$ cat src/rtl/uart_pkg.sv
// Shared UART definitions: receiver FSM states, frame width and the default bit
// period used by both the transmitter and the receiver.
package uart_pkg;

   localparam int unsigned UART_DATA_BITS    = 8;
   localparam int unsigned UART_CLKS_PER_BIT = 16;

   typedef enum logic [2:0] {
      ST_IDLE,
      ST_START,
      ST_DATA,
      ST_STOP,
      ST_BREAK
   } uart_state_t;

endpackage

$ cat src/rtl/uart_sync.sv
// Multi-flop synchroniser for a single asynchronous input; resets to the idle-high
// level so a UART line does not see a false start bit coming out of reset.
module uart_sync #(
   parameter int unsigned STAGES = 2
) (
   input  logic i_clk,
   input  logic i_rst,
   input  logic i_d,
   output logic o_q
);

   logic [STAGES-1:0] r_sync;

   always_ff @(posedge i_clk or posedge i_rst) begin
      if (i_rst) r_sync <= '1;
      else       r_sync <= {r_sync[STAGES-2:0], i_d};
   end

   assign o_q = r_sync[STAGES-1];

endmodule

$ cat src/rtl/uart_rx.sv
// 8N1 UART receiver: mid-bit sampling, stop-bit check, valid/ready byte output
// with one-cycle framing-error and overrun pulses.
module uart_rx
   import uart_pkg::*;
#(
   parameter int unsigned CLKS_PER_BIT = UART_CLKS_PER_BIT,
   parameter int unsigned SYNC_STAGES  = 2
) (
   input  logic                      i_clk,
   input  logic                      i_rst,
   input  logic                      i_rx,
   output logic [UART_DATA_BITS-1:0] o_data,
   output logic                      o_valid,
   input  logic                      i_ready,
   output logic                      o_frame_err,
   output logic                      o_overrun
);

   localparam int unsigned CW = $clog2(CLKS_PER_BIT);
   localparam int unsigned IW = $clog2(UART_DATA_BITS);
   localparam logic [CW-1:0] CNT_HALF = CW'(CLKS_PER_BIT / 2 - 1);
   localparam logic [CW-1:0] CNT_LAST = CW'(CLKS_PER_BIT - 1);
   localparam logic [IW-1:0] IDX_LAST = IW'(UART_DATA_BITS - 1);

   logic w_rx_s;

   uart_sync #(.STAGES(SYNC_STAGES)) u_sync (
      .i_clk (i_clk),
      .i_rst (i_rst),
      .i_d   (i_rx),
      .o_q   (w_rx_s)
   );

   uart_state_t               r_state,  w_state_nxt;
   logic [CW-1:0]             r_cnt,    w_cnt_nxt;
   logic [IW-1:0]             r_idx,    w_idx_nxt;
   logic [UART_DATA_BITS-1:0] r_shreg,  w_shreg_nxt;
   logic [UART_DATA_BITS-1:0] r_data,   w_data_nxt;
   logic                      r_valid,  w_valid_nxt;
   logic                      r_ferr,   w_ferr_nxt;
   logic                      r_ovr,    w_ovr_nxt;

   always_ff @(posedge i_clk or posedge i_rst) begin
      if (i_rst) begin
         r_state <= ST_IDLE;
         r_cnt   <= '0;
         r_idx   <= '0;
         r_shreg <= '0;
         r_data  <= '0;
         r_valid <= 1'b0;
         r_ferr  <= 1'b0;
         r_ovr   <= 1'b0;
      end else begin
         r_state <= w_state_nxt;
         r_cnt   <= w_cnt_nxt;
         r_idx   <= w_idx_nxt;
         r_shreg <= w_shreg_nxt;
         r_data  <= w_data_nxt;
         r_valid <= w_valid_nxt;
         r_ferr  <= w_ferr_nxt;
         r_ovr   <= w_ovr_nxt;
      end
   end

   always_comb begin
      w_state_nxt = r_state;
      w_cnt_nxt   = r_cnt;
      w_idx_nxt   = r_idx;
      w_shreg_nxt = r_shreg;
      w_data_nxt  = r_data;
      w_valid_nxt = r_valid && !i_ready;
      w_ferr_nxt  = 1'b0;
      w_ovr_nxt   = 1'b0;

      unique case (r_state)
         ST_IDLE: begin
            if (!w_rx_s) begin
               w_state_nxt = ST_START;
               w_cnt_nxt   = '0;
            end
         end
         ST_START: begin
            if (r_cnt == CNT_HALF) begin
               w_cnt_nxt   = '0;
               w_idx_nxt   = '0;
               w_state_nxt = w_rx_s ? ST_IDLE : ST_DATA;
            end else begin
               w_cnt_nxt = r_cnt + CW'(1);
            end
         end
         ST_DATA: begin
            if (r_cnt == CNT_LAST) begin
               w_cnt_nxt   = '0;
               w_shreg_nxt = {w_rx_s, r_shreg[UART_DATA_BITS-1:1]};
               w_idx_nxt   = r_idx + IW'(1);
               if (r_idx == IDX_LAST) w_state_nxt = ST_STOP;
            end else begin
               w_cnt_nxt = r_cnt + CW'(1);
            end
         end
         ST_STOP: begin
            if (r_cnt == CNT_LAST) begin
               w_cnt_nxt = '0;
               if (w_rx_s) begin
                  // Leaving at the stop-bit centre lets a back-to-back start bit be caught.
                  w_state_nxt = ST_IDLE;
                  if (!r_valid || i_ready) begin
                     w_data_nxt  = r_shreg;
                     w_valid_nxt = 1'b1;
                  end else begin
                     w_ovr_nxt = 1'b1;
                  end
               end else begin
                  w_ferr_nxt  = 1'b1;
                  w_state_nxt = ST_BREAK;
               end
            end else begin
               w_cnt_nxt = r_cnt + CW'(1);
            end
         end
         ST_BREAK: begin
            if (w_rx_s) w_state_nxt = ST_IDLE;
         end
         default: w_state_nxt = ST_IDLE;
      endcase
   end

   assign o_data      = r_data;
   assign o_valid     = r_valid;
   assign o_frame_err = r_ferr;
   assign o_overrun   = r_ovr;

endmodule

$ cat config.mk
export PLATFORM = sky130hd
export DESIGN_NAME = uart_rx
export DESIGN_NICKNAME = d
export VERILOG_FILES = /design/src/rtl/uart_pkg.sv /design/src/rtl/uart_sync.sv /design/src/rtl/uart_rx.sv
export SDC_FILE = /design/constraint.sdc
export NUM_CORES = 1
export LEC_CHECK = 0
export CAP_MARGIN = 20
export CORE_ASPECT_RATIO = 0.7
export CORE_UTILIZATION = 43
export CTS_CLUSTER_SIZE = 12
export DETAILED_ROUTE_END_ITERATION = 7
export GPL_TIMING_DRIVEN = 0
export MAX_ROUTING_LAYER = met4
export PLACE_DENSITY_LB_ADDON = 0.3
export SYNTH_ARGS = -nofsm -noshare
export SYNTH_HDL_FRONTEND = slang
export SYNTH_SLANG_ARGS = --single-unit
$ cat constraint.sdc
create_clock -name i_clk -period 2 [get_ports i_clk]
set_input_delay 0.3 -clock i_clk [delete_from_list [all_inputs] [get_ports i_clk]]
set_output_delay 0.3 -clock i_clk [all_outputs]
set_load 0.05 [all_outputs]
Yosys cells after proc, flatten, opt, wreduce, memory -nomap -nowiden
Cells that the tools add are included.
- add/subtract/negate cells: 2
- multiplexer cells: 27
- reduce and logical (&&, ||, !) cells: 13
- equal/unequal tests: 13
- operators with widths (cell ; count):
    3-bit two-way mux ; 9
    3-bit one-hot mux with 5 select lines ; 1
    4-bit two-way mux ; 3
    4-bit one-hot mux with 3 select lines ; 1
    1-bit two-way mux ; 11
    2-bit != test (second input constant) ; 5
    3-bit by 2-bit equality test with 1-bit output (second input constant) ; 2
    3-bit equality test (second input constant) ; 2
    3-bit one-hot mux with 2 select lines ; 1
    6-bit AND reduction ; 1
    4-bit by 1-bit adder with 4-bit output (second input constant) ; 1
    4-bit by 3-bit equality test with 1-bit output (second input constant) ; 1
    4-bit equality test (second input constant) ; 1
    2-bit AND reduction ; 2
    4-bit AND reduction ; 1
    3-bit by 1-bit adder with 3-bit output (second input constant) ; 1
    3-bit by 1-bit equality test with 1-bit output (second input constant) ; 1
    3-bit zero test ; 1
    3-bit AND reduction ; 1
    3-bit nonzero test ; 1
    1-bit zero test ; 2
    2-bit two-way mux ; 1
    2-bit by 1-bit != test with 1-bit output (second input constant) ; 1
    2-bit nonzero test ; 1
    3 further kinds ; 3
- output and inout port bits: 11
- input port bits: 4
- logic and storage cells: 64
- flip-flop bits (word level): 31

Logic depth before layout (Yosys ltp)
- depth after elaboration: 6
- depth in mapped cells: 5
- depth with buffers taken out: 5

Cells and area by module
From an unflattened synthesis, not the netlist that was laid out.
- cell total of the unflattened synthesis: 106
- area, all modules: 1363.8 µm²
- modules (own cells, without submodules) (module ; cells each ; seq. area each (µm²) ; area an instance (µm²) ; instances):
    uart_rx ; 103 ; 725.7 ; 1307.5 ; 1
    uart_sync ; 3 ; 52.6 ; 56.3 ; 1

Worst setup path after synthesis
Ideal clock, no wire load.
- kind: register -> register
- start: register r_cnt[3]
- end: register r_idx[0]
- cell stages (with the launch flop): 4
- arrival: 1.453 ns
- library setup time: 0.125 ns
- path slack: 0.422 ns
- clock period less this slack: 1.578 ns
- cell sequence: dfrtp_1 -> or3b_4 -> a211oi_4 -> mux2_4
- cells in the longest elaborated chain, start to end: 3
- elaborated cells on any way between the ends: 5
- ends and longest elaborated chain (element ; line ; RTL):
    start: declaration ; uart_rx.sv:35 ; logic [CW-1:0] r_cnt, w_cnt_nxt;
    start signal: assignment ; uart_rx.sv:55 ; r_cnt <= w_cnt_nxt;
    4-bit equality test or 4-bit by 3-bit equality test with 1-bit output (tied branches) ; uart_rx.sv:92, uart_rx.sv:83 ;
    2-bit != test (no line) ; - ;
    3-bit AND reduction (no line) (*) ; - ;
    end signal: assignment ; uart_rx.sv:56 ; r_idx <= w_idx_nxt;
    end: declaration ; uart_rx.sv:36 ; logic [IW-1:0] r_idx, w_idx_nxt;
Mark *: on every way between the ends. The rest lies on a longest branch, timed or not.
A chain may end at the register's enable or synchronous reset.

Final worst setup path
- start: register r_cnt[0]
- end: register r_state[2]
- cells in the longest elaborated chain, start to end: 3
- elaborated cells on any way between the ends: 6
- ends and longest elaborated chain (element ; line ; RTL):
    4-bit equality test or 4-bit by 3-bit equality test with 1-bit output (tied branches) ; uart_rx.sv:92, uart_rx.sv:102, uart_rx.sv:83 ;
    2-bit != test (no line) ; - ;
    6-bit AND reduction (no line) (*) ; - ;
    end signal: assignment ; uart_rx.sv:54 ; r_state <= w_state_nxt;
    end: declaration ; uart_rx.sv:34 ; uart_state_t r_state, w_state_nxt;
Marks and branches as above.

==> impl_results.md <==
* Mapped Cells at 103
* Post-route ant nets at 0
* Critical Path AT at just under 2 ns
* Area leader, netlist: dfrtp_1
* Synth Register Bits at 31
* Setup Buffers After CTS at 0
* Clk_skew at 0.00481 ns
* R2R Path Start: r_cnt[0]$_DFFE_PP0P_
* Synth Area in Adders at 0.0274
* Main combinational cell family by area after synthesis: multiplexers
* Slew Limit Fails at 0
* Mux cell area share after synthesis at 0.180
* CP max stage delay at 0.69 ns
* Half-perimeter wire length after placement at roughly 1.7 mm
* Leak at between 0.8 and 0.9 nW
* Largest buffer count on any clock path at 2
* Crit path from: r_cnt[0]$_DFFE_PP0P_
* FF-to-FF path depth at 4
* Compound-Gate Fraction of Synth Area at 0.0767
* Drc violations at 0
* Die width at approximately 69 um
* CTS tree: yes
* Post-synthesis average cell area at roughly 13 um2
* Largest net degree at the start of global routing at 18
* Placer Congestion at about 0.8
* Ys Warns at 0
* Final WL at about 2.4 mm
* Yosys top cell area share at 0.530
* Cell internal pwr at 1.27 mW
* Filler instances at 225
* CTS H-Tree Depth at 2
* Via count at 833
* Slew HR at 0.568
* Sw Pwr at 0.464 mW
* VDD IR max at around 0.0006 V
* Nets@finish at around 130
* Layout cells sized above 1 at 0.325
* Pre-CTS setup slack at 0.156 ns
* Upper clock frequency limit at about 560 MHz
* Gr usage total at 0.168
* Syn_nets at 110
* CP max FO at 5
* Part of the power in registers at 0.441
* MaxCap Viol Count at 0
* Syn Std Cell Area at between 1000 and 1500 um2
* First-pass GRT wire length at 4.20 mm
* Worst Hold Launch: u_sync.r_sync[0]$_DFF_PP1_
* Pwr/cell area at 1020 nW/um2
* Final setup viols at 0
* TritonCTS sink count at 31
* Crit path capture type: register
* Crit share post-route at 0.887
* Clk_lat worst skew at 0.28 ns
* Final core occ at 0.588
* Worst setup SP type: register
* RSZ-0062 raised after global routing: false
* Sequential fraction of the synthesis area at 0.568
* Core area at between 2000 and 3000 um2
* Outcome: finished clean
* Critical path class: reg -> reg
* Final hold vios at 0
* Setup TNS at 0 ns
* DR iter-0 viols at 15
* Xor/xnor share of the synthesized area at 0.00639
* P&R area growth vs syn at 24.5%
* Top cells by count, synth: dfrtp_1, mux2_2, nand2_1
* Yosys cell types at 35
* TritonRoute pass-1 iters at 4
* Reg clk slew, reported paths at 0.06 ns
* Switch share at 0.267
* Number of enable flip-flop cells after synthesis at 0
* Clock power share at 0.363
* DR WL/cell at roughly 15 um
* CP max-delay cell: or4b_2
* Min cycle time layout at 1.77 ns
* Row count at 16
* Asr flop ratio synth at 1.00
* Total CTS buffers at 5
* # IOs at 15
* Critical Path Sink: r_state[2]$_DFFE_PP0P_
* Ant diodes at 0
* Root buffer cell: clkbuf_8
* Setup ws final at roughly 0.23 ns
* Hold Crit Depth at 0
* Number of global-route vias before repair at 850
* Initial antenna violation count at 0
* Worst reg-to-reg setup slack at 0.23 ns
* Die area at 3420 um2
* Worst r2r dst: r_state[2]$_DFFE_PP0P_
* Height of the die at 49.2 um
* Port Buffers at 14
* Remaining Overflow, GRT at 0
* Cells along the critical path: ha_1 -> nand2_1 -> or4b_2 -> o21ai_1
* Synth top area cells: dfrtp_1, mux2_2, dfstp_2, mux2i_1, ha_1
* CP Data Required Time at 2.20 ns
* Simple-gate portion of the synthesized area at 0.116
* Top-count cell post-synth: dfrtp_1
* Initial core utilization at 0.472
* Combinational share of power at 0.197
* Vias per cell at approximately 5.1
* Most common flop cell mapped by yosys: dfrtp_1
* Worst min path class: reg -> reg
* Worst Tran Pin Value at 0.648 ns
## final cells by class
cell class                      count  area [um2]  share of cell area
Buffer                              4        20.0              0.0117
Clock buffer                        6        82.6              0.0484
Clock inverter                      2        35.0              0.0205
Inverter                            4        15.0             0.00880
Multi-Input combinational cell     64         562               0.329
Sequential cell                    31         778               0.456
Tap cell                           36        45.0              0.0264
Timing Repair Buffer               15         168              0.0983
## sequential cells by signal, summed over array words and instances (netlist names)
register,count
u_sync.r_sync,2
r_cnt,4
r_shreg,8
r_state,3
o_overrun,1
o_data,8
o_frame_err,1
o_valid,1
r_idx,3
## cells by family after synthesis
kind of cell / after synthesis
flip-flops: 31
AND/OR/NAND/NOR: 26
multiplexers: 22
AO/OA/AOI/OAI: 12
buffers and inverters: 8
adder cells (fa/ha/maj): 3
XOR/XNOR: 1
## power groups by stage
stage / Clock [mW] / Combinational [mW] / Sequential, mW
after detailed placement: 0 / 0.342 / 0.775
after CTS: 0.645 / 0.345 / 0.764
final: 0.630 / 0.342 / 0.766
after global routing: 0.678 / 0.389 / 0.776
after global placement: 0 / 0.318 / 0.768
after floorplan: 0 / 0.274 / 0.754
## metrics by stage
stage	area [um2]	power [mW]	instances	hold slack, ns
after floorplan	1370	1.03	103	0.304
after global placement	1560	1.09	153	0.345
after detailed placement	1580	1.12	154	0.352
after CTS	1700	1.75	162	0.359
after global routing	1710	1.84	162	0.364
final	1710	1.74	162	0.357
## critical path, delay by kind of cell (launching register included)
family	cells	cell delay (ns)
AND/OR/NAND/NOR	2	0.89
adder cells (fa/ha/maj)	1	0.26
AO/OA/AOI/OAI	1	0.16
flip-flops	1	0.38
## repair_timing
item                       in CTS  in global routing
resized for setup               0                  1
setup endpoints to repair       0                  7
hold buffers                    0                  0
## placed cells by master (no fill, tap or decap), drive strengths merged, types with 2 or more instances in the layout
| cell type | n |
|---|---|
| a211oi | 2 |
| and3 | 2 |
| and4 | 2 |
| buf | 5 |
| clkbuf | 6 |
| clkdlybuf4s50 | 14 |
| dfrtp | 29 |
| dfstp | 2 |
| ha | 3 |
| inv | 4 |
| mux2 | 18 |
| mux2i | 4 |
| nand2 | 6 |
| nand2b | 2 |
| nand3b | 2 |
| nor2 | 4 |
| o21ai | 2 |
| o21ba | 2 |
## worst min-delay path by stage
stage	endpoint	slack, ns
after floorplan	u_sync.r_sync[0]$_DFF_PP1_	0.30
after global placement	u_sync.r_sync[1]$_DFF_PP1_	0.35
after detailed placement	u_sync.r_sync[1]$_DFF_PP1_	0.35
after CTS	u_sync.r_sync[1]$_DFF_PP1_	0.36
after global routing	u_sync.r_sync[1]$_DFF_PP1_	0.36
final	u_sync.r_sync[1]$_DFF_PP1_	0.36
## metal layers
| layer | up-vias | wire length [um] | global-route usage | share of wire |
|---|---|---|---|---|
| li1 | 409 | - | - | - |
| met1 | 407 | 1170 | 0.224 | 0.50 |
| met2 | 14 | 1070 | 0.239 | 0.46 |
| met3 | 3 | 92 | 0.0558 | 0.039 |
| met4 | 0 | 17 | 0.0612 | 0.0072 |
| met5 | - | 0 | - | 0 |
Note: power is estimated with default switching activity, not from simulation.
